File: src/rtl/orb_stage_sequencer_if.sv
// rtl/orb_stage_sequencer_if.sv - stage launch/done handshake and params status write bus
interface orb_stage_sequencer_if #(
  parameter int NUM_STAGES  = 4,
  parameter int NUM_PARAMS  = 8,
  parameter int PARAM_DEPTH = 8
);
  logic [NUM_STAGES-1:0]         stage_start;
  logic [NUM_STAGES-1:0]         stage_done;
  logic [$clog2(NUM_PARAMS)-1:0] addr_write_params;
  logic                          wen_params;
  logic [PARAM_DEPTH-1:0]        wdat_params;

  modport master (
    output stage_start,
    output addr_write_params,
    output wen_params,
    output wdat_params,
    input  stage_done
  );

  modport slave (
    input  stage_start,
    input  addr_write_params,
    input  wen_params,
    input  wdat_params,
    output stage_done
  );
endinterface

File: src/rtl/orb_stage_sequencer.sv
// rtl/orb_stage_sequencer.sv - in-order frame sequencer with bypass mask, watchdog, abort and one-deep start queue
module orb_stage_sequencer #(
  parameter int NUM_STAGES  = 4,
  parameter int TIMEOUT_W   = 24,
  parameter int FRAME_CNT_W = 16,
  parameter int NUM_PARAMS  = 8,
  parameter int PARAM_DEPTH = 8,
  parameter int STATUS_ADDR = NUM_PARAMS - 1
) (
  input  logic                          clk,
  input  logic                          rst,
  input  logic                          start,
  input  logic [NUM_STAGES-1:0]         stage_en,
  input  logic [TIMEOUT_W-1:0]          timeout_limit,
  input  logic                          abort,
  output logic                          busy,
  output logic                          frame_done,
  output logic                          frame_error,
  output logic [$clog2(NUM_STAGES)-1:0] err_stage,
  output logic                          overrun,
  output logic [FRAME_CNT_W-1:0]        frame_count,
  orb_stage_sequencer_if.master         bus
);

  localparam int ERR_W  = $clog2(NUM_STAGES);
  localparam int ADDR_W = $clog2(NUM_PARAMS);
  localparam int CUR_W  = PARAM_DEPTH - 3;

  typedef enum logic [1:0] {IDLE, LAUNCH, WAIT, REPORT} state_t;

  state_t                state;
  state_t                state_n;
  logic [NUM_STAGES-1:0] rem;
  logic [NUM_STAGES-1:0] pend_mask;
  logic                  pending;
  logic [ERR_W-1:0]      cur;
  logic [ERR_W-1:0]      launch_idx;
  logic [ERR_W-1:0]      rep_idx;
  logic [NUM_STAGES-1:0] launch_onehot;
  logic [TIMEOUT_W-1:0]  wait_cnt;
  logic                  res_ok;
  logic                  res_to;
  logic                  res_ab;
  logic                  rep_ok;
  logic                  rep_to;
  logic                  rep_ab;
  logic                  go_rep;

  function automatic logic [ERR_W-1:0] lowest(input logic [NUM_STAGES-1:0] m);
    lowest = '0;
    for (int i = NUM_STAGES - 1; i >= 0; i--) begin
      if (m[i]) lowest = ERR_W'(i);
    end
  endfunction

  always_comb begin
    launch_idx    = lowest(rem);
    launch_onehot = NUM_STAGES'(1) << launch_idx;
  end

  always_comb begin
    state_n = state;
    rep_ok  = 1'b0;
    rep_to  = 1'b0;
    rep_ab  = 1'b0;
    rep_idx = cur;
    case (state)
      IDLE: begin
        if (pending || start) state_n = LAUNCH;
      end
      LAUNCH: begin
        rep_idx = launch_idx;
        if (abort) begin
          state_n = REPORT;
          rep_ab  = 1'b1;
        end else if (rem == '0) begin
          state_n = REPORT;
          rep_ok  = 1'b1;
        end else begin
          state_n = WAIT;
        end
      end
      WAIT: begin
        if (abort) begin
          state_n = REPORT;
          rep_ab  = 1'b1;
        end else if (bus.stage_done[cur]) begin
          state_n = LAUNCH;
        end else if (timeout_limit != '0 && wait_cnt == timeout_limit) begin
          state_n = REPORT;
          rep_to  = 1'b1;
        end
      end
      REPORT: state_n = IDLE;
      default: state_n = IDLE;
    endcase
    go_rep = rep_ok | rep_to | rep_ab;
  end

  // Launch pulse is decoded from rem so it lands in the LAUNCH cycle itself; abort suppresses it.
  assign bus.stage_start       = (state == LAUNCH && rem != '0 && !abort) ? launch_onehot : '0;
  assign busy                  = (state != IDLE) || pending;
  assign frame_done            = (state == REPORT);
  assign frame_error           = (state == REPORT) && !res_ok;
  assign bus.wen_params        = (state == REPORT);
  assign bus.addr_write_params = (state == REPORT) ? ADDR_W'(STATUS_ADDR) : '0;
  assign bus.wdat_params       = (state == REPORT) ? {CUR_W'(cur), res_ab, res_to, res_ok} : '0;

  always_ff @(posedge clk) begin
    if (rst) begin
      state       <= IDLE;
      rem         <= '0;
      pending     <= 1'b0;
      pend_mask   <= '0;
      cur         <= '0;
      wait_cnt    <= '0;
      res_ok      <= 1'b0;
      res_to      <= 1'b0;
      res_ab      <= 1'b0;
      err_stage   <= '0;
      frame_count <= '0;
      overrun     <= 1'b0;
    end else begin
      state   <= state_n;
      overrun <= start && pending;

      // A queued frame is served before a new start, so a start landing on a draining IDLE is dropped.
      if (state == IDLE) begin
        if (pending) begin
          rem     <= pend_mask;
          pending <= 1'b0;
        end else if (start) begin
          rem <= stage_en;
        end
      end else if (start && !pending) begin
        pending   <= 1'b1;
        pend_mask <= stage_en;
      end

      if (state == LAUNCH) begin
        cur      <= launch_idx;
        wait_cnt <= '0;
      end

      if (state == WAIT) begin
        if (!abort && bus.stage_done[cur]) rem[cur] <= 1'b0;
        if (wait_cnt != '1) wait_cnt <= wait_cnt + TIMEOUT_W'(1);
      end

      if (go_rep) begin
        res_ok    <= rep_ok;
        res_to    <= rep_to;
        res_ab    <= rep_ab;
        err_stage <= rep_ok ? '0 : rep_idx;
      end

      if (state == REPORT && res_ok) frame_count <= frame_count + FRAME_CNT_W'(1);
    end
  end

endmodule
File: src/flat_wrapper.sv
// flat-port wrapper written by rule: the top's interface ports become plain ports
module orb_stage_sequencer_flat 
#(
  parameter int NUM_STAGES  = 4,
  parameter int TIMEOUT_W   = 24,
  parameter int FRAME_CNT_W = 16,
  parameter int NUM_PARAMS  = 8,
  parameter int PARAM_DEPTH = 8,
  parameter int STATUS_ADDR = NUM_PARAMS - 1
)
  (clk, rst, start, stage_en, timeout_limit, abort, busy, frame_done, frame_error, err_stage, overrun, frame_count, bus_stage_start, bus_addr_write_params, bus_wen_params, bus_wdat_params, bus_stage_done);
  orb_stage_sequencer_if #(.NUM_STAGES(NUM_STAGES), .NUM_PARAMS(NUM_PARAMS), .PARAM_DEPTH(PARAM_DEPTH)) bus_i ();
  input  logic clk;
  input  logic rst;
  input  logic start;
  input  logic [NUM_STAGES-1:0] stage_en;
  input  logic [TIMEOUT_W-1:0] timeout_limit;
  input  logic abort;
  output logic busy;
  output logic frame_done;
  output logic frame_error;
  output logic [$clog2(NUM_STAGES)-1:0] err_stage;
  output logic overrun;
  output logic [FRAME_CNT_W-1:0] frame_count;
  output wire logic [$bits(bus_i.stage_start)-1:0] bus_stage_start;
  output wire logic [$bits(bus_i.addr_write_params)-1:0] bus_addr_write_params;
  output wire logic [$bits(bus_i.wen_params)-1:0] bus_wen_params;
  output wire logic [$bits(bus_i.wdat_params)-1:0] bus_wdat_params;
  input wire logic [$bits(bus_i.stage_done)-1:0] bus_stage_done;
  assign bus_stage_start = bus_i.stage_start;
  assign bus_addr_write_params = bus_i.addr_write_params;
  assign bus_wen_params = bus_i.wen_params;
  assign bus_wdat_params = bus_i.wdat_params;
  assign bus_i.stage_done = bus_stage_done;
  orb_stage_sequencer #(.NUM_STAGES(NUM_STAGES), .TIMEOUT_W(TIMEOUT_W), .FRAME_CNT_W(FRAME_CNT_W), .NUM_PARAMS(NUM_PARAMS), .PARAM_DEPTH(PARAM_DEPTH), .STATUS_ADDR(STATUS_ADDR)) u_core (.clk(clk), .rst(rst), .start(start), .stage_en(stage_en), .timeout_limit(timeout_limit), .abort(abort), .busy(busy), .frame_done(frame_done), .frame_error(frame_error), .err_stage(err_stage), .overrun(overrun), .frame_count(frame_count), .bus(bus_i));
endmodule
File: config.mk
export PLATFORM = sky130hd
export DESIGN_NAME = orb_stage_sequencer_flat
export DESIGN_NICKNAME = d
export VERILOG_FILES = /design/src/rtl/orb_stage_sequencer_if.sv /design/src/rtl/orb_stage_sequencer.sv /design/src/flat_wrapper.sv
export SDC_FILE = /design/constraint.sdc
export NUM_CORES = 1
export LEC_CHECK = 0
export BUFFER_PORTS_ARGS = -buffer_cell sky130_fd_sc_hd__buf_4
export CORE_AREA = 5 5 94 96
export DETAILED_ROUTE_END_ITERATION = 10
export DIE_AREA = 0 0 99 101
export GPL_ROUTABILITY_DRIVEN = 0
export GPL_TIMING_DRIVEN = 0
export HOLD_SLACK_MARGIN = 0.05
export PLACE_DENSITY = 0.67
export SYNTH_ARGS = -nofsm -noshare
export SYNTH_HDL_FRONTEND = slang
export SYNTH_SLANG_ARGS = --single-unit
File: constraint.sdc
create_clock -name clk -period 2.5 [get_ports clk]
set_input_delay 0.25 -clock clk [delete_from_list [all_inputs] [get_ports clk]]
set_output_delay 0.25 -clock clk [all_outputs]
set_load 0.02 [all_outputs]
**Word-level counts from Yosys, hierarchy flattened**

Index checks and enable logic that the tools add are counted.

- Register bits after elaboration: 59
- Input port bits: 36
- Output and inout bits: 38

- $add $sub $neg: 2
- Order comparisons: 2
- Equality and inequality tests: 7
- Shifts and indexed selects: 1
- Muxes and demuxes: 38
- Bitwise gates (word level): 5
- Reduce and logical (&&, ||, !) cells: 23

Operator list:

| cell | number |
|---|---|
| $mux W24 | 3 |
| $mux W4 | 7 |
| $add A24 B1 Y24 const B | 1 |
| $eq A24 B24 Y1 | 1 |
| $ne A24 B24 Y1 const B | 1 |
| $reduce_bool A24 Y1 | 1 |
| $mux W2 | 11 |
| $add A16 B1 Y16 const B | 1 |
| $mux W1 | 12 |
| $logic_and A1 B1 Y1 | 9 |
| $pmux W2 S4 | 1 |
| $mux W5 | 1 |
| $and A4 B4 Y4 | 1 |
| $eq A2 B2 Y1 const B | 2 |
| $logic_not A4 Y1 | 1 |
| $ne A4 B2 Y1 const B | 1 |
| $not A4 Y4 | 1 |
| $reduce_and A2 Y1 | 2 |
| $reduce_bool A4 Y1 | 1 |
| $reduce_or A2 Y1 | 2 |
| $shl A1 B2 Y4 const A | 1 |
| $logic_not A1 Y1 | 3 |
| $lt A2 B3 Y1 const B | 1 |
| $mux W3 | 1 |
| other kinds (10) | 12 |

**Depth between registers and ports, before layout**

Gate-level depths: netlist of the first run.

- Word-level depth: 8
- Depth in mapped cells: 9
- Depth with buffers taken out: 8

**Least setup slack after synthesis of the first run**

OpenSTA, ideal clock, no wires.

- Path kind: register to register
- Start point: register u_core.state[1]
- End point: register u_core.frame_count[15]
- Setup time: 0.128 ns
- Arrival time: 2.057 ns
- Setup slack: 0.315 ns
- Stages on the path, launching flop included: 9
- Buffers on the path: 1
- Period minus slack after synthesis: 2.185 ns
- Cells stage by stage: dfxtp_1 > ha_1 > and2_1 > buf_2 > nand4_1 > nor3_1 > and3_1 > xnor2_1 > nor2_1

- Longest elaborated chain between the ends: 2

RTL lines:

| what | line | source |
|---|---|---|
| from (decl) | orb_stage_sequencer.sv:31 | `state_t state;` |
| from (signal assigned) | orb_stage_sequencer.sv:124 | `state <= state_n;` |
| $eq A2 B2 Y1 | n/a |  |
| named net bus_wen_params | flat_wrapper.sv:27 | `output wire logic [$bits(bus_i.wen_params)-1:0] bus_wen_params;` |
| $logic_and A1 B1 Y1 | orb_stage_sequencer.sv:157 | `if (state == REPORT && res_ok) frame_count <= frame_count + FRAME_CNT_W'(1);` |
| to (signal assigned) | orb_stage_sequencer.sv:157 |  |
| to (decl) | orb_stage_sequencer.sv:21 | `output logic [FRAME_CNT_W-1:0] frame_count,` |

The timed path passes the listed nets, and every way through them passes these cells.
A chain may end at the register's enable or synchronous reset.

**Worst setup path after layout of the first run**

- Start point: register u_core.wait_cnt[3]
- End point: register u_core.err_stage[0]

- Longest elaborated chain between the ends: 8

RTL lines:

| what | line | source |
|---|---|---|
| from (decl) | orb_stage_sequencer.sv:40 | `logic [TIMEOUT_W-1:0] wait_cnt;` |
| from (signal assigned) | orb_stage_sequencer.sv:147 | `if (wait_cnt != '1) wait_cnt <= wait_cnt + TIMEOUT_W'(1);` |
| $eq A24 B24 Y1 | orb_stage_sequencer.sv:89 | `end else if (timeout_limit != '0 && wait_cnt == timeout_limit) begin` |
| $logic_and A1 B1 Y1 | orb_stage_sequencer.sv:89 |  |
| $mux W1 | orb_stage_sequencer.sv:89 |  |
| $mux W1 | orb_stage_sequencer.sv:87 | `end else if (bus.stage_done[cur]) begin` |
| $mux W1 | orb_stage_sequencer.sv:84 | `if (abort) begin` |
| $mux W1 | orb_stage_sequencer.sv:67 | `case (state)` |
| $or A1 B1 Y1 (2 in a row) | orb_stage_sequencer.sv:97 | `go_rep = rep_ok \| rep_to \| rep_ab;` |
| to (signal assigned) | orb_stage_sequencer.sv:154 | `err_stage <= rep_ok ? '0 : rep_idx;` |
| to (decl) | orb_stage_sequencer.sv:19 | `output logic [$clog2(NUM_STAGES)-1:0] err_stage,` |

Every way passes these cells.

==> results of run 1 <==
[layer usage]
| layer | share of wire | vias up | wire (µm) |
|---|---|---|---|
| li1 | - | 1687 | - |
| met1 | 0.46 | 1546 | 4290 |
| met2 | 0.46 | 99 | 4330 |
| met3 | 0.056 | 16 | 520 |
| met4 | 0.019 | 0 | 174 |
| met5 | 0 | - | 0 |
[worst max-delay path, cell delays in order (launching register included)]
cell and delay, ps:
dfxtp_1 450, xnor2_1 190, nand4_1 150, nor4_1 580
nand4b_1 300, and2_1 280, mux2_1 310
[logic make-up (layout without fill, tap and decap cells)]
kind of cell,Yosys count,after routing
adder cells (fa/ha/maj),6,6
buffers and inverters,46,132
AND/OR/NAND/NOR,176,176
flip-flops,59,59
AO/OA/AOI/OAI,85,85
other,1,3
XOR/XNOR,43,43
multiplexers,9,9
[what timing repair did]
| action | in CTS | in global routing |
|---|---|---|
| endpoints found under the setup margin | 0 | 16 |
| setup buffers | 0 | 2 |
| gates resized for setup | 0 | 5 |
[state kept, by name (all words and copies together) (netlist names)]
register	flops
u_core.frame_count	16
u_core.wait_cnt	24
u_core.res_ab	1
u_core.err_stage	2
u_core.state	2
u_core.res_ok	1
u_core.cur	2
u_core.rem	4
u_core.pending	1
u_core.pend_mask	4
u_core.overrun	1
u_core.res_to	1
[final timing paths]
path / start / to / slack (ps) / cells past startpoint
hold / removal: stage_en[3] / u_core.pend_mask[3] / 160 / 3
setup reg to reg: u_core.wait_cnt[3] / u_core.err_stage[0] / 110 / 6
hold reg to reg: u_core.res_to / u_core.res_to / 460 / 2
setup / recovery: u_core.wait_cnt[3] / u_core.err_stage[0] / 110 / 6
[where the power goes]
| group | total, mW | internal (mW) | leakage (nW) | switching, mW |
|---|---|---|---|---|
| clock network | 0.908 | 0.514 | 0.106 | 0.394 |
| registers | 1.17 | 1.04 | 0.478 | 0.132 |
| logic | 1.03 | 0.438 | 1.07 | 0.591 |
| total | 3.11 | 1.99 | 1.66 | 1.12 |
[cell type report]
type	count	share of cell area
flip-flops and latches	59	0.271
well taps	105	0.0301
clock buffers	12	0.0356
repair buffers	70	0.120
plain buffers	31	0.0413
multi-input cells	322	0.478
clock inverters	4	0.0112
inverters	15	0.0129
[placed cells by master, fill, tap and decap left out, drive strengths merged, types with 13 or more instances in the layout]
cell     n
xnor2   34
a21oi   23
nand4   15
a31oi   22
dfxtp   59
nor2    47
buf     90
nand3   19
o21ai   14
inv     15
nand2   29
nor4    13
clkbuf  23
[cell usage after synthesis (2+ instances only)]
cell type	instances	area [µm²]
a41oi_1	4	35.0
o21ai_0	14	70.1
nand3b_1	5	37.5
xor2_1	9	78.8
buf_1	3	11.3
a211oi_1	3	22.5
nor3_1	6	30.0
and2_1	11	68.8
xnor2_1	34	298
mux2i_1	6	60.1
nor4_1	13	81.3
buf_6	3	33.8
nor3b_1	3	22.5
nor2_1	47	176
buf_4	9	67.6
and3_1	7	43.8
a21oi_1	23	115
nand4_1	15	93.8
a21o_1	2	15.0
a22oi_1	3	22.5
or3_1	2	12.5
a31o_2	2	17.5
inv_1	15	56.3
nor2b_1	4	25.0
dfxtp_1	59	1180
nor4b_1	2	17.5
mux2_1	2	22.5
clkbuf_1	10	37.5
buf_2	5	25.0
nand2_1	29	109
and4_1	3	26.3
a31oi_1	22	138
nand2b_1	5	31.3
a311oi_1	2	17.5
nand3_1	18	90.1
ha_1	6	75.1
[stage by stage]
stage / hold WS (ps) / worst slack, ps / area (µm²)
2_1_floorplan: 382 / 315 / 3480
3_3_place_gp: 440 / 72.1 / 4120
3_5_place_dp: 451 / 30.4 / 4120
4_1_cts: 133 / 7.37 / 4320
5_1_grt: 158 / 25.5 / 4360
6_report: 158 / 113 / 4360
==> results.md, run 1 <==
- Status: finished clean
- Clock network latency to the later pin of the worst-skew pair: ~340 ps
- Met1 GRT Util: 0.245
- Class of the most critical setup path: register to register
- HP Class: input pin to register
- Antenna cells: 0
- Ys flop type: dfxtp_1
- Yosys reg bits: 59
- Sequential share of the synthesized area: 0.340
- Post-Syn Area per Cell: 8.16 µm²
- Vias in the first global route: 3,184
- Crit path capture type: register
- WL final: 9320 µm
- Multi-input gate area: 0.00208 mm²
- Met2 Resource Use GR: 0.301
- Post-synth EDFFs: 0
- Most crowded layer after global routing: met2
- Yosys warnings: 0
- Syn Inst Count: 425
- Slew Viols, Final: 0
- Initial antenna violation count: 0
- H-tree depth: 3
- Final Util: 0.547
- Critical path required time: 2720 ps
- LEAKAGE: 1.66 nW
- Worst vdd ir: 474 µV
- Total power: 3.11 mW
- Detailed placer's ending HPWL: 7040 µm
- Die width: 99 µm
- Total core area: roughly 0.0080 mm²
- Synth Area in Adders: 0.0216
- CTS sink count: 59
- Final nets: 550
- CTS tree: yes
- Worst Path Max Fanout: 6
- Maxcap violations: 0
- Detail Route Antenna Nets: 0
- RSZ-0062 raised after global routing: no
- Die Ht: between 100 and 150 µm
- GRT overflow: 0
- Final worst path period need: 2390 ps
- Drt drc: 0
- PortBufs: 68
- Fin. Hold Viols: 0
- TritonRoute pass-1 iters: 4
- Final period utilization: 0.955
- Setup violators final: 0
- Clock transition at the registers of the reported paths: 70 ps
- I/O pins: 74
- Non-Filler Instances: 618
- Yosys cell types: 55
- FF+latch area: 0.00118 mm²
- Post-cts hold buffer count: 0
- Sum Neg Setup Slack: 0 ps
- PwrDens: 713 mW/mm²
- Initial DRC count: 252
- GR Util All Layers: 0.188
- Slew margin rel.: 0.493
- Initial cell density of the core: 0.435
- GR met3 Demand/Resource: 0.0457
- Fraction of layout cells with a size suffix above 1: 0.230
- Vias/cell: 5.42
- CTS Buf Count: 9
- Worst Tran Pin Value: 759 ps
- Post-synthesis compound-gate area fraction: 0.162
- Number of fill cells in the layout: approximately 740
- Maximum number of pins on one net before global-route repair: 12
- First-pass GRT wire length: approximately 15,000 µm
- Root Driver: clkbuf_8
- Area growth, synth to finish: 25.7%
- Worst EP arrival: 2610 ps
- DP Cell Count: 600
- Maximum clock rate: ~420 MHz
- Synth Cell Area: 0.00347 mm²
- Mux share of post-synthesis cell area: 0.0303
- DR vias: 3,348
- Asr flop ratio synth: 0
- Synth Area in Simple Gates: 0.268
- Num rows: 33
- Max clock buf depth: 2
- Wirelength per Cell: 15.1 µm
- Largest family of logic cells by synthesized area: simple AND/OR/NAND/NOR gates
- Post-synthesis xor/xnor area fraction: 0.109
- Worst setup SP type: register
- Layout Skew: 9.32 ps
- Die Area: 0.0100 mm²
Note: power is estimated with default switching activity, not from simulation.
==> run 2, diff against run 1 <==
- ABC_AREA: default -> 1
- CORE_AREA: 5 5 94 96 -> 5 5 110 112
- DIE_AREA: 0 0 99 101 -> 0 0 115 117
- PLACE_DENSITY: 0.67 -> default
==> results.md, run 2 <==
- Status: finished clean
- HP Class: input pin to register
- Asr flop ratio synth: 0 (unchanged)
- Maximum clock rate: 466 MHz (+11%)
- CTS sink count: 59 (unchanged)
- R2r startpoint: u_core.state[0]
- Post-CTS setup buffer count: 0 (unchanged)
- PortBufs: 69 (+1.5%)
- Crit path capture type: register
- Sum Neg Setup Slack: 0 ps (unchanged)
- WL final: 9760 µm (+4.7%)
- Maxcap violations: 0 (unchanged)
- Fin. Hold Viols: 0 (unchanged)
- Hold Path Stages: 3 (unchanged)
- LEAKAGE: 1.98 nW (+20%)
- Final nets: 688 (+25%)
- Yosys cell types: 40 (-27%)
- Commonest cells post-synth: nand2_1 (113), inv_1 (70), nor2_1 (68)
- HP Start: start
- Sequential share of the synthesized area: 0.317 (-0.0238)
- Wirelength per Cell: 12.3 µm (-18%)
- Post-Syn Area per Cell: 6.61 µm² (-19%)
- Class of the most critical setup path: register to register
- Initial antenna violation count: 0 (unchanged)
- Vias/cell: 4.72 (-13%)
- I/O pins: 74 (unchanged)
- H-tree depth: 3 (unchanged)
- WP buf/inv: 4 (+4)
- Max clock buf depth: 2 (unchanged)
- Layout Skew: 9.17 ps (-0.149 ps)
- Detail Route Antenna Nets: 0 (unchanged)
- Crit path launch: u_core.state[0]
- Initial DRC count: 160 (-37%)
- CTS tree: yes
- Die width: 115 µm (+16%)
- Slowest cell delay on critical path: 360 ps (-220 ps)
- Initial cell density of the core: 0.335 (-0.100)
- Final worst path period need: 2150 ps (-242 ps)
- Cell taking the most area after synthesis: dfxtp_1
- Drt drc: 0 (unchanged)
- GR Util All Layers: 0.146 (-0.0412)
- Worst EP arrival: 2350 ps (-260 ps)
- Commonest non-fill, non-tap cells in the layout: nand2_1 (113), buf_4 (77), inv_1 (70), nor2_1 (68), dfxtp_1 (59)
- TritonRoute pass-1 iters: 5 (+1)
- Worst Path Max Fanout: 10 (+4)
- Total core area: 0.0111 mm² (+40%)
- Yosys warnings: 0 (unchanged)
- Worst Reg-to-Reg Cells: 10 (+4)
- Pre-CTS WS: 254 ps (+224 ps)
- Synth area leaders: dfxtp_1 (32%), nand2_1 (11%), inv_1 (7.0%)
- Synth Cell Area: 0.00373 mm² (+7.5%)
- PwrDens: 677 mW/mm² (-5.0%)
- RSZ-0062 raised after global routing: no
- Cell Chain, Critical Path: inv_1, ha_1, buf_2, clkinv_1, nor3_1, nand3_1, nand3_1, nand2_1, inv_1, nor2_1
- Slew margin rel.: 0.547 (+0.0546)
- Placed inst area: 0.00443 mm² (+7.7%)
- Syn Inst Count: 564 (+33%)
- GRT overflow: 0 (unchanged)
- Maximum number of pins on one net before global-route repair: 12 (unchanged)
- Worst vdd ir: 402 µV (-15%)
- Final period utilization: 0.858 (-0.0968)
- Ys flop type: dfxtp_1
- Num rows: 39 (+18%)
- RR Endpoint: u_core.err_stage[1]
- Crit-path leading delay family: simple AND/OR/NAND/NOR gates
- Slowest CP cell: dfxtp_1
- First-pass GRT wire length: 16,000 µm (+5.4%)
- Root Driver: clkbuf_16
- Number of fill cells in the layout: 1,177 (+58%)
- Worst Tran Pin Value: 679 ps (-80.3 ps)
- Yosys reg bits: 59 (unchanged)
- Commonest non-fill, non-tap cell in the layout: nand2_1
- Post-route cell area: 0.00473 mm² (+8.5%)
- Die Ht: 117 µm (+16%)
- Antenna cells: 0 (unchanged)
- Slew Viols, Final: 0 (unchanged)
- Detailed placer's ending HPWL: 7530 µm (+7.0%)
- Most flop-heavy register: u_core.wait_cnt
- Worst hold endpoint: u_core.overrun
- CTS Buf Count: 9 (unchanged)
- Clock transition at the registers of the reported paths: 50 ps (-20 ps)
- Setup violators final: 0 (unchanged)
- Top-area cell type share of the netlist area: 0.317 (-0.0238)
- Worst setup SP type: register
- DR vias: 3,739 (+12%)
- Top-count cell post-synth: nand2_1
- Final Util: 0.425 (-0.122)
- Reg2reg setup slack: 350 ps (+240 ps)
- Vias in the first global route: 3,492 (+9.7%)
- Max FFs per register: 24 (unchanged)
- Fraction of layout cells with a size suffix above 1: 0.185 (-0.0454)
- Hold_ws: 202 ps (+44.7 ps)
- Area growth, synth to finish: 26.9%
- Clock network latency to the later pin of the worst-skew pair: 310 ps (-30 ps)
- Critical path required time: 2700 ps (-20 ps)
- Die Area: 0.0135 mm² (+35%)
- Post-synth EDFFs: 0 (unchanged)
- Top flop regs: u_core.wait_cnt: 24 flops, u_core.frame_count: 16 flops
- Final setup margin: 355 ps (+242 ps)
run 2: changes by cell type in the layout (fill, tap and decap cells not counted), sizes merged, moves of 12 or more:
cell,before,now
nand2,29,119
inv,15,71
nor2,47,77
a21oi,23,48
o21ai,14,38
a31oi,22,1
nor3,8,25
nand3,19,34
xnor2,34,22
run 2: power by group:
| group | switching, mW | internal, mW |
|---|---|---|
| clock | 0.398 | 0.818 |
| combinational | 0.550 | 0.321 |
| sequential | 0.0836 | 1.03 |
run 2: what timing repair did:
item | in CTS | in global routing
setup endpoints to repair | 0 | 1
gates resized for setup | 0 | 1
hold buffers | 0 | 0
run 2: logic make-up (layout without fill, tap and decap cells):
group / after synthesis / in the layout / share of synthesized area
buffers and inverters: 97 / 181 / 0.112
other: 1 / 3 / 0.00101
xor gates and xnor gates: 27 / 27 / 0.0634
AOI/OAI and AO/OA: 99 / 99 / 0.142
DFF: 59 / 59 / 0.317
and+or+nand+nor: 275 / 275 / 0.345
adders and majority gates: 6 / 6 / 0.0201
run 2: worst max-delay path by stage:
stage | cells after the start | endpoint | slack, ps
global placement | 12 | u_core.frame_count[15] | 310
floorplan | 12 | u_core.frame_count[15] | 440
global route | 12 | u_core.frame_count[15] | 140
detailed placement | 12 | u_core.frame_count[15] | 250
CTS | 12 | u_core.frame_count[15] | 240
finish | 10 | u_core.err_stage[1] | 350
run 2: routing by layer:
metal,share of wire,GRT usage
met1,0.48,0.189
met4,0.013,0.0516
met5,0,0
met2,0.47,0.247
met3,0.040,0.0267
run 2: final cells by class:
type | instances | area [µm²] | share of cell area
flip-flops and latches | 59 | 1180 | 0.250
clock buffers | 13 | 260 | 0.0550
plain buffers | 25 | 144 | 0.0304
inverters | 72 | 273 | 0.0576
clock inverters | 2 | 35.0 | 0.00740
multi-input cells | 410 | 2140 | 0.453
well taps | 143 | 179 | 0.0378
repair buffers | 69 | 518 | 0.109
run 2: worst reg2reg max path, delay by kind of cell (launching register included):
kind	cells	cell delay, ps
buffers and inverters	4	690
DFF	1	360
and+or+nand+nor	5	840
adders and majority gates	1	140
run 2: stage by stage:
step | instances | power [mW]
after floorplan | 566 | 1.72
after detailed placement | 778 | 2.00
final | 793 | 3.20
after global placement | 778 | 1.99
after CTS | 793 | 3.23
after global routing | 793 | 3.41
